**src/rtl/hazard_scoreboard_pkg.sv**
```systemverilog
// rtl/hazard_scoreboard_pkg.sv - shared constants and types for the hazard scoreboard
package hazard_scoreboard_pkg;

    localparam int DEF_NUM_REGS     = 32;
    localparam int DEF_MAX_INFLIGHT = 3;
    localparam int DEF_MEM_TIMEOUT  = 16;

    typedef enum logic [1:0] {
        ST_IDLE = 2'd0,
        ST_WAIT = 2'd1,
        ST_ERR  = 2'd2
    } mem_fsm_state_t;

endpackage

```
**src/rtl/mem_wait_fsm.sv**
```systemverilog
// rtl/mem_wait_fsm.sv - memory handshake wait tracker with timeout error pulse
module mem_wait_fsm
    import hazard_scoreboard_pkg::*;
#(
    parameter int MEM_TIMEOUT = DEF_MEM_TIMEOUT
) (
    input  logic clk,
    input  logic reset,
    input  logic req,
    input  logic ready,
    output logic stall,
    output logic err
);

    localparam int WW = $clog2(MEM_TIMEOUT + 1);
    localparam logic [WW-1:0] LAST = WW'(MEM_TIMEOUT - 1);

    mem_fsm_state_t state;
    logic [WW-1:0]  wait_cnt;

    // A ready arriving on the threshold cycle wins over the timeout.
    always_ff @(posedge clk) begin
        if (reset) begin
            state    <= ST_IDLE;
            wait_cnt <= '0;
            err      <= 1'b0;
        end else begin
            err <= 1'b0;
            case (state)
                ST_IDLE: begin
                    if (req && !ready) begin
                        state    <= ST_WAIT;
                        wait_cnt <= '0;
                    end
                end
                ST_WAIT: begin
                    if (ready) begin
                        state <= ST_IDLE;
                    end else if (wait_cnt == LAST) begin
                        state <= ST_ERR;
                        err   <= 1'b1;
                    end else if (wait_cnt != '1) begin
                        wait_cnt <= wait_cnt + 1'b1;
                    end
                end
                ST_ERR:  state <= ST_IDLE;
                default: state <= ST_IDLE;
            endcase
        end
    end

    assign stall = ((state == ST_IDLE) && req && !ready) || (state == ST_WAIT);

endmodule

```
**src/rtl/hazard_scoreboard.sv**
```systemverilog
// rtl/hazard_scoreboard.sv - per-register pending-write counters and issue/memory stall logic
module hazard_scoreboard
    import hazard_scoreboard_pkg::*;
#(
    parameter int NUM_REGS     = DEF_NUM_REGS,
    parameter int MAX_INFLIGHT = DEF_MAX_INFLIGHT,
    parameter int MEM_TIMEOUT  = DEF_MEM_TIMEOUT,
    localparam int RW = $clog2(NUM_REGS)
) (
    input  logic                clk_i,
    input  logic                reset_i,
    input  logic                issue_valid_i,
    input  logic                issue_we_i,
    input  logic [RW-1:0]       issue_rd_i,
    input  logic [RW-1:0]       rs1_i,
    input  logic [RW-1:0]       rs2_i,
    input  logic                rs1_used_i,
    input  logic                rs2_used_i,
    output logic                issue_stall_o,
    input  logic                wb_valid_i,
    input  logic                wb_we_i,
    input  logic [RW-1:0]       wb_rd_i,
    input  logic                cancel_valid_i,
    input  logic [RW-1:0]       cancel_rd_i,
    input  logic                dmem_req_i,
    input  logic                dmem_ready_i,
    output logic                mem_stall_o,
    output logic                mem_err_o,
    output logic [NUM_REGS-1:0] busy_o,
    output logic                underflow_err_o
);

    localparam int CW = $clog2(MAX_INFLIGHT + 1);
    localparam int EW = CW + 2;
    localparam logic [EW-1:0] MAX_E = EW'(MAX_INFLIGHT);
    localparam logic [CW-1:0] MAX_C = CW'(MAX_INFLIGHT);

    logic [CW-1:0]       cnt      [NUM_REGS];
    logic [CW-1:0]       cnt_next [NUM_REGS];
    logic [NUM_REGS-1:0] uf_hit;
    logic [NUM_REGS-1:0] busy;
    logic [EW-1:0]       up;
    logic [EW-1:0]       down;
    logic                issue_accept;

    mem_wait_fsm #(
        .MEM_TIMEOUT(MEM_TIMEOUT)
    ) u_mem_wait_fsm (
        .clk   (clk_i),
        .reset (reset_i),
        .req   (dmem_req_i),
        .ready (dmem_ready_i),
        .stall (mem_stall_o),
        .err   (mem_err_o)
    );

    // Stall looks only at registered counts; a same-cycle writeback does not release it.
    assign issue_stall_o = (rs1_used_i && busy[rs1_i])
                        || (rs2_used_i && busy[rs2_i])
                        || (issue_we_i && (cnt[issue_rd_i] == MAX_C))
                        || mem_stall_o;

    assign issue_accept = issue_valid_i && !issue_stall_o;
    assign busy_o       = busy;

    always_comb begin
        cnt_next = cnt;
        uf_hit   = '0;
        busy     = '0;
        up       = '0;
        down     = '0;
        // Register 0 is never tracked, so the loop starts at 1.
        for (int r = 1; r < NUM_REGS; r++) begin
            up   = {2'b00, cnt[r]}
                 + EW'(issue_accept && issue_we_i && (issue_rd_i == RW'(r)));
            down = EW'(wb_valid_i && wb_we_i && (wb_rd_i == RW'(r)))
                 + EW'(cancel_valid_i && (cancel_rd_i == RW'(r)));
            if (down > up) begin
                cnt_next[r] = '0;
                uf_hit[r]   = 1'b1;
            end else if ((up - down) > MAX_E) begin
                cnt_next[r] = MAX_C;
            end else begin
                cnt_next[r] = CW'(up - down);
            end
            busy[r] = (cnt[r] != '0);
        end
        cnt_next[0] = '0;
    end

    always_ff @(posedge clk_i) begin
        if (reset_i) begin
            for (int r = 0; r < NUM_REGS; r++) begin
                cnt[r] <= '0;
            end
            underflow_err_o <= 1'b0;
        end else begin
            cnt             <= cnt_next;
            underflow_err_o <= underflow_err_o | (|uf_hit);
        end
    end

endmodule

```
**config.mk**
```make
export PLATFORM = sky130hd
export DESIGN_NAME = hazard_scoreboard
export DESIGN_NICKNAME = d
export VERILOG_FILES = /design/src/rtl/hazard_scoreboard_pkg.sv /design/src/rtl/mem_wait_fsm.sv /design/src/rtl/hazard_scoreboard.sv
export SDC_FILE = /design/constraint.sdc
export NUM_CORES = 1
export LEC_CHECK = 0
export CAP_MARGIN = 5
export CORE_MARGIN = 2
export CORE_UTILIZATION = 50
export DETAILED_ROUTE_END_ITERATION = 10
export PLACE_DENSITY = 0.7
export SLEW_MARGIN = 20
export SYNTH_ARGS = -nofsm -noshare
export SYNTH_HDL_FRONTEND = slang
export SYNTH_SLANG_ARGS = --single-unit
```
**constraint.sdc**
```tcl
create_clock -name clk_i -period 8.7 [get_ports clk_i]
set_input_delay 1.74 -clock clk_i [delete_from_list [all_inputs] [get_ports clk_i]]
set_output_delay 1.74 -clock clk_i [all_outputs]
set_load 0.01 [all_outputs]
```
==> results of run 1 <==
cell families (layout without fill, tap and decap cells):
family / Yosys count / count (layout)
AOI/OAI and AO/OA: 143 / 143
xor gates and xnor gates: 1 / 1
adders and majority gates: 220 / 220
buffers and inverters: 191 / 245
DFF: 71 / 71
muxes: 20 / 20
other: 1 / 1
and+or+nand+nor: 340 / 340
cells in the final DEF, fill, tap and decap left out, drive strengths merged, types with 3 or more instances in the layout:
cell type	instances
a2111oi	4
a211oi	64
a21oi	21
and3	5
buf	4
bufinv	3
clkbuf	9
clkdlybuf4s50	69
clkinv	4
dfxtp	71
fa	62
ha	158
inv	156
mux2	5
mux4	13
nand2	48
nand2b	12
nand3	19
nand4	6
nor2	125
nor2b	24
nor3	34
nor3b	23
nor4	18
nor4b	6
o211ai	5
o21a	19
o21ai	12
or2	9
final timing paths:
path                                               from                       to  slack [ns]
worst max register to register                  cnt[41]          underflow_err_o        3.90
worst min register to register  u_mem_wait_fsm.state[1]  u_mem_wait_fsm.state[0]        0.47
worst min-delay path            u_mem_wait_fsm.state[1]  u_mem_wait_fsm.state[0]        0.47
worst max-delay path                      issue_rd_i[1]            issue_stall_o        1.62
synthesized netlist by cell type, drive strengths merged, types with 4 or more instances:
cell type | instances | area (µm²)
nand3 | 19 | 95.1
nor3b | 23 | 173
nand4 | 6 | 52.6
a21oi | 21 | 105
a2111oi | 4 | 35.0
a211oi | 64 | 480
ha | 158 | 1980
fa | 62 | 1240
nand2 | 48 | 180
o21ai | 12 | 60.1
and3 | 5 | 31.3
nor2b | 24 | 150
nand2b | 12 | 75.1
dfxtp | 71 | 1420
nor2 | 125 | 469
buf | 14 | 103
o21a | 19 | 143
or2 | 9 | 56.3
mux2 | 5 | 56.3
nor3 | 34 | 170
nor4b | 6 | 52.6
clkbuf | 21 | 78.8
inv | 156 | 586
o211ai | 5 | 37.5
mux4 | 13 | 293
nor4 | 18 | 128
area by class of cell:
cell class,instances,area (µm²),area share
Multi-Input combinational cell,725,6340,0.654
Sequential cell,71,1420,0.147
Timing Repair Buffer,73,718,0.0742
Inverter,156,586,0.0605
Tap cell,220,275,0.0284
Clock buffer,9,225,0.0233
Clock inverter,7,121,0.0125
worst max-delay path, delay by kind of cell:
kind,cells,cell delay [ns]
simple gates,2,0.60
buf+inv,4,2.27
compound gates,4,0.69
where the power goes:
part           switching, mW  internal (mW)  total (mW)
combinational          0.335          0.311       0.646
sequential            0.0901          0.389       0.479
clock                  0.162          0.281       0.443
flip-flops by register name, summed over array words and instances (netlist names):
name / count
cnt: 62
underflow_err_o: 1
u_mem_wait_fsm.err: 1
u_mem_wait_fsm.state: 2
u_mem_wait_fsm.wait_cnt: 5
metal layers:
layer	vias up	part of all wire
met1	3528	0.45
met5	-	0
met2	338	0.44
li1	3507	-
met3	40	0.092
met4	0	0.020
==> results.cfg, run 1 <==
[route]
remaining_drc_errors = 0
dr.pass1.iters = 8
drtAntennaViolNets = 0
vias = 7413
initialDrtViolationCount = 553
wire_per_inst_um = 18.8
viasPerCell = 5.88
drt_wl_total_um = 23800

[clocking]
cts_buffers = 9
ctsHoldBuffers = 0
clk_latency_ns = 0.35
htree_levels = 3
cts_tree = done
cts-root-buf = clkbuf_16
cts_sinks = 71
post_cts_resized = 0
cts_max_path_buffers = 2
post_cts_buffers = 0
clk_pin_slew_ns = 0.06

[place]
routabilityCongestion = 0.978
dp_slack_ns = 1.40
dpl.hpwl_um = 19300
placed_area_um2 = 9340
dp_cells = 1245
io_buffers = 70

[layout]
fillCellCount = 1501
drive_above_1_share = 0.0490
diodes = 0
area_growth_pct = 13.6
final_nets = 1292
design_area_um2 = 9680
post-route-util = 0.582
final_cells = 1261

[timing]
clock.fmax_mhz = 141
holdWs_ns = 0.475
period_needed_ns = 7.08
finalClockSkew_ns = 0.00743
rsz0062_at_grt = false
tightestPinTransition_ns = 1.04
fin_ws_ns = 1.62
final.period_utilization = 0.813
slew_headroom = 0.307
slew_violations = 0
hold_viol = 0
setup_viol = 0
tns_ns = 0

[yosys]
avgSynthCellArea_um2 = 8.63
synth-main-ff-cell = dfxtp_1
synthesis.nets = 1243
synth-simple-area-share = 0.202
synth.area.mux_share = 0.0433
synth_cells = 987
yosys_warnings = 0
synth-seq-cells = 71
syn_area_um2 = 8520
ys_seq_area_frac = 0.167
synthArstFlopShare = 0
synth_top_family_by_area = adder cells
synth-xor-area-share = 0.00103
synth_enable_flop_cells = 0
synth_compound_area_frac = 0.119
synth.distinct_cells = 56
synth-adder-area-share = 0.378

[global_routing]
antenna_found_initial = 0
grt_busiest_layer = met2
grt_pass1_wl_um = 38200
grt_use_met3 = 0.0511
grt_usage = 0.272
grt_max_degree = 71
globalRouteMet2Util = 0.425
grt_overflow = 0
grt_use_met1 = 0.388
grt_pass1_vias = 7270

[floorplan]
die_h_um = 135
initial_core_util = 0.512
die_x_um = 135
coreArea_um2 = 16600
io_pins = 72
row_count = 47
die_area_um2 = 18100

[critical_path]
path_cells = clkdlybuf4s50_1 -> buf_4 -> nor2b_1 -> a221oi_1 -> nor3_1 -> o21ai_0 -> o21ai_2 -> buf_4 -> a21o_1 -> clkdlybuf4s50_1
cp-end-kind = primary output
cp-start-kind = primary input
cp.required_ns = 6.96
cp.arrival_ns = 5.34
r2r.worst_path.cells = 15
criticalPathCategory = primary input to primary output
critPathMaxFanout = 28
slowest_delay_ns = 1.00
crit_slowest_cell = clkdlybuf4s50_1

[outcome]
outcome = completed

[pwr]
ir_drop_v = 0.000131
leakagePower_nw = 4.16
p_total_mw = 1.57
p_per_area_nw_per_um2 = 162

[hold_path]
whs_path_depth = 1
hold_path.class = register to register

[run]
maxCapViolCount = 0
Power figures use the tool's default switching activity.
==> inputs of run 2 (changes only) <==
Settings changed: PLACE_DENSITY 0.7 to 0.73.
Clock period 8.7 ns to 5.7 ns, I/O delays scaled along.
==> results.cfg, run 2 (synthesized netlist as in run 1, its figures left out) <==
[outcome]
outcome = completed

[clocking]
post_cts_buffers = 0
clk_latency_ns = 0.36
cts_buffers = 9
post_cts_resized = 0
clk_pin_slew_ns = 0.06
cts_sinks = 71
cts_max_path_buffers = 2
cts_tree = done
cts-root-buf = clkbuf_16
ctsHoldBuffers = 0
htree_levels = 3

[floorplan]
row_count = 47
die_area_um2 = 18100
die_x_um = 135
io_pins = 72
die_h_um = 135
coreArea_um2 = 16600
initial_core_util = 0.512

[route]
initialDrtViolationCount = 649
viasPerCell = 5.78
drtAntennaViolNets = 0
dr.pass1.iters = 7
drt_wl_total_um = 23800
wire_per_inst_um = 18.4
remaining_drc_errors = 0
vias = 7482

[place]
placed_area_um2 = 9620
dpl.hpwl_um = 19500
io_buffers = 70
routabilityCongestion = 1.01

[critical_path]
criticalPathCategory = primary input to register
cp.arrival_ns = 5.65
r2r.worst_path.cells = 16
critPathMaxFanout = 20
cp-end-kind = register
cp-start-kind = primary input
cp.required_ns = 5.91

[layout]
drive_above_1_share = 0.0773
post-route-util = 0.598
final_common_cell = ha_1
largest_reg_flops = 62
area_growth_pct = 16.8
reg_top3 = cnt: 62 flops, u_mem_wait_fsm.wait_cnt: 5 flops, u_mem_wait_fsm.state: 2 flops
diodes = 0
final_nets = 1325
fillCellCount = 1470
final_cell_mix = ha_1 (158), inv_1 (156), nor2_1 (125)
design_area_um2 = 9960
top_register = cnt

[timing]
period_needed_ns = 5.44
slew_violations = 0
finalClockSkew_ns = 0.0133
hold_viol = 0
holdWs_ns = 0.471
final.period_utilization = 0.955
rsz0062_at_grt = false
setup_viol = 0
slew_headroom = 0.452
tightestPinTransition_ns = 0.822
clock.fmax_mhz = 184

[pwr]
leakagePower_nw = 4.33
p_per_area_nw_per_um2 = 240
ir_drop_v = 0.000156
p_total_mw = 2.39

[global_routing]
grt_pass1_vias = 7556
grt_pass1_wl_um = 39100
grt_usage = 0.281
grt_overflow = 0
antenna_found_initial = 0
grt_max_degree = 71

[hold_path]
hold_path.class = register to register
whs_path_depth = 1

[run]
maxCapViolCount = 0
## run 2: changes by cell type in the layout (fill, tap and decap cells not counted)
cell	change
clkbuf_1	+1
bufinv_16	-1
clkbuf_8	+2
buf_12	+3
buf_4	+30
clkinv_4	-1
clkinv_2	-1
## run 2: worst paths after layout
path | start | end | slack (ns)
setup / recovery | rs1_i[0] | underflow_err_o | 0.26
hold / removal | u_mem_wait_fsm.state[1] | u_mem_wait_fsm.state[0] | 0.47
setup reg to reg | cnt[41] | underflow_err_o | 1.12
hold reg to reg | u_mem_wait_fsm.state[1] | u_mem_wait_fsm.state[0] | 0.47
## run 2: area by class of cell
class / instances / area [µm²] / area share
clock buffer: 12 / 256 / 0.0258
clock inverter: 4 / 77.6 / 0.00779
inverter: 156 / 586 / 0.0588
multi-input combinational: 725 / 6340 / 0.636
sequential: 71 / 1420 / 0.143
tap: 220 / 275 / 0.0276
timing repair buffer: 106 / 1000 / 0.101
## run 2: worst max-delay path, cell delays in order
cell and delay [ns]:
clkdlybuf4s50_1 0.75, nor3b_1 0.31, o211ai_1 0.15, and4_1 0.17, a31oi_1 0.19, buf_4 0.16, nand4_4 0.28, nor4b_1 0.50
ha_1 0.30, ha_1 0.14, inv_1 0.05, fa_1 0.43, ha_1 0.25, nor4_1 0.32, buf_4 0.17, nand4_1 0.16
nor2_1 0.14, nor2_1 0.05
## run 2: metrics by stage
stage,setup WS [ns],TNS (ns),cells
finish,0.259,0,1294
CTS,0.292,0,1294
detailed placement,-0.00299,-0.00299,1278
global placement,-0.0141,-0.0141,1278
global route,0.00657,0,1294
floorplan,1.12,0,987
## run 2: power by group
part           internal [mW]  total (mW)  switching [mW]
logic                  0.492        1.00           0.513
clock network          0.409       0.652           0.243
registers              0.594       0.731           0.137
total                   1.50        2.39           0.892
## run 2: per-layer routing
layer  GRT usage  vias to the layer above  share of wire
met5           0                        -              0
met4      0.0924                        0          0.029
met3      0.0706                       57          0.092
met2       0.435                      309           0.44
met1       0.386                     3525           0.44
li1            -                     3591              -
==> inputs of run 3 (changes only) <==
Settings changed: TNS_END_PERCENT set to 10.
==> results of run 3 <==
Final layout, timing and power as in run 2 (identical DEF).
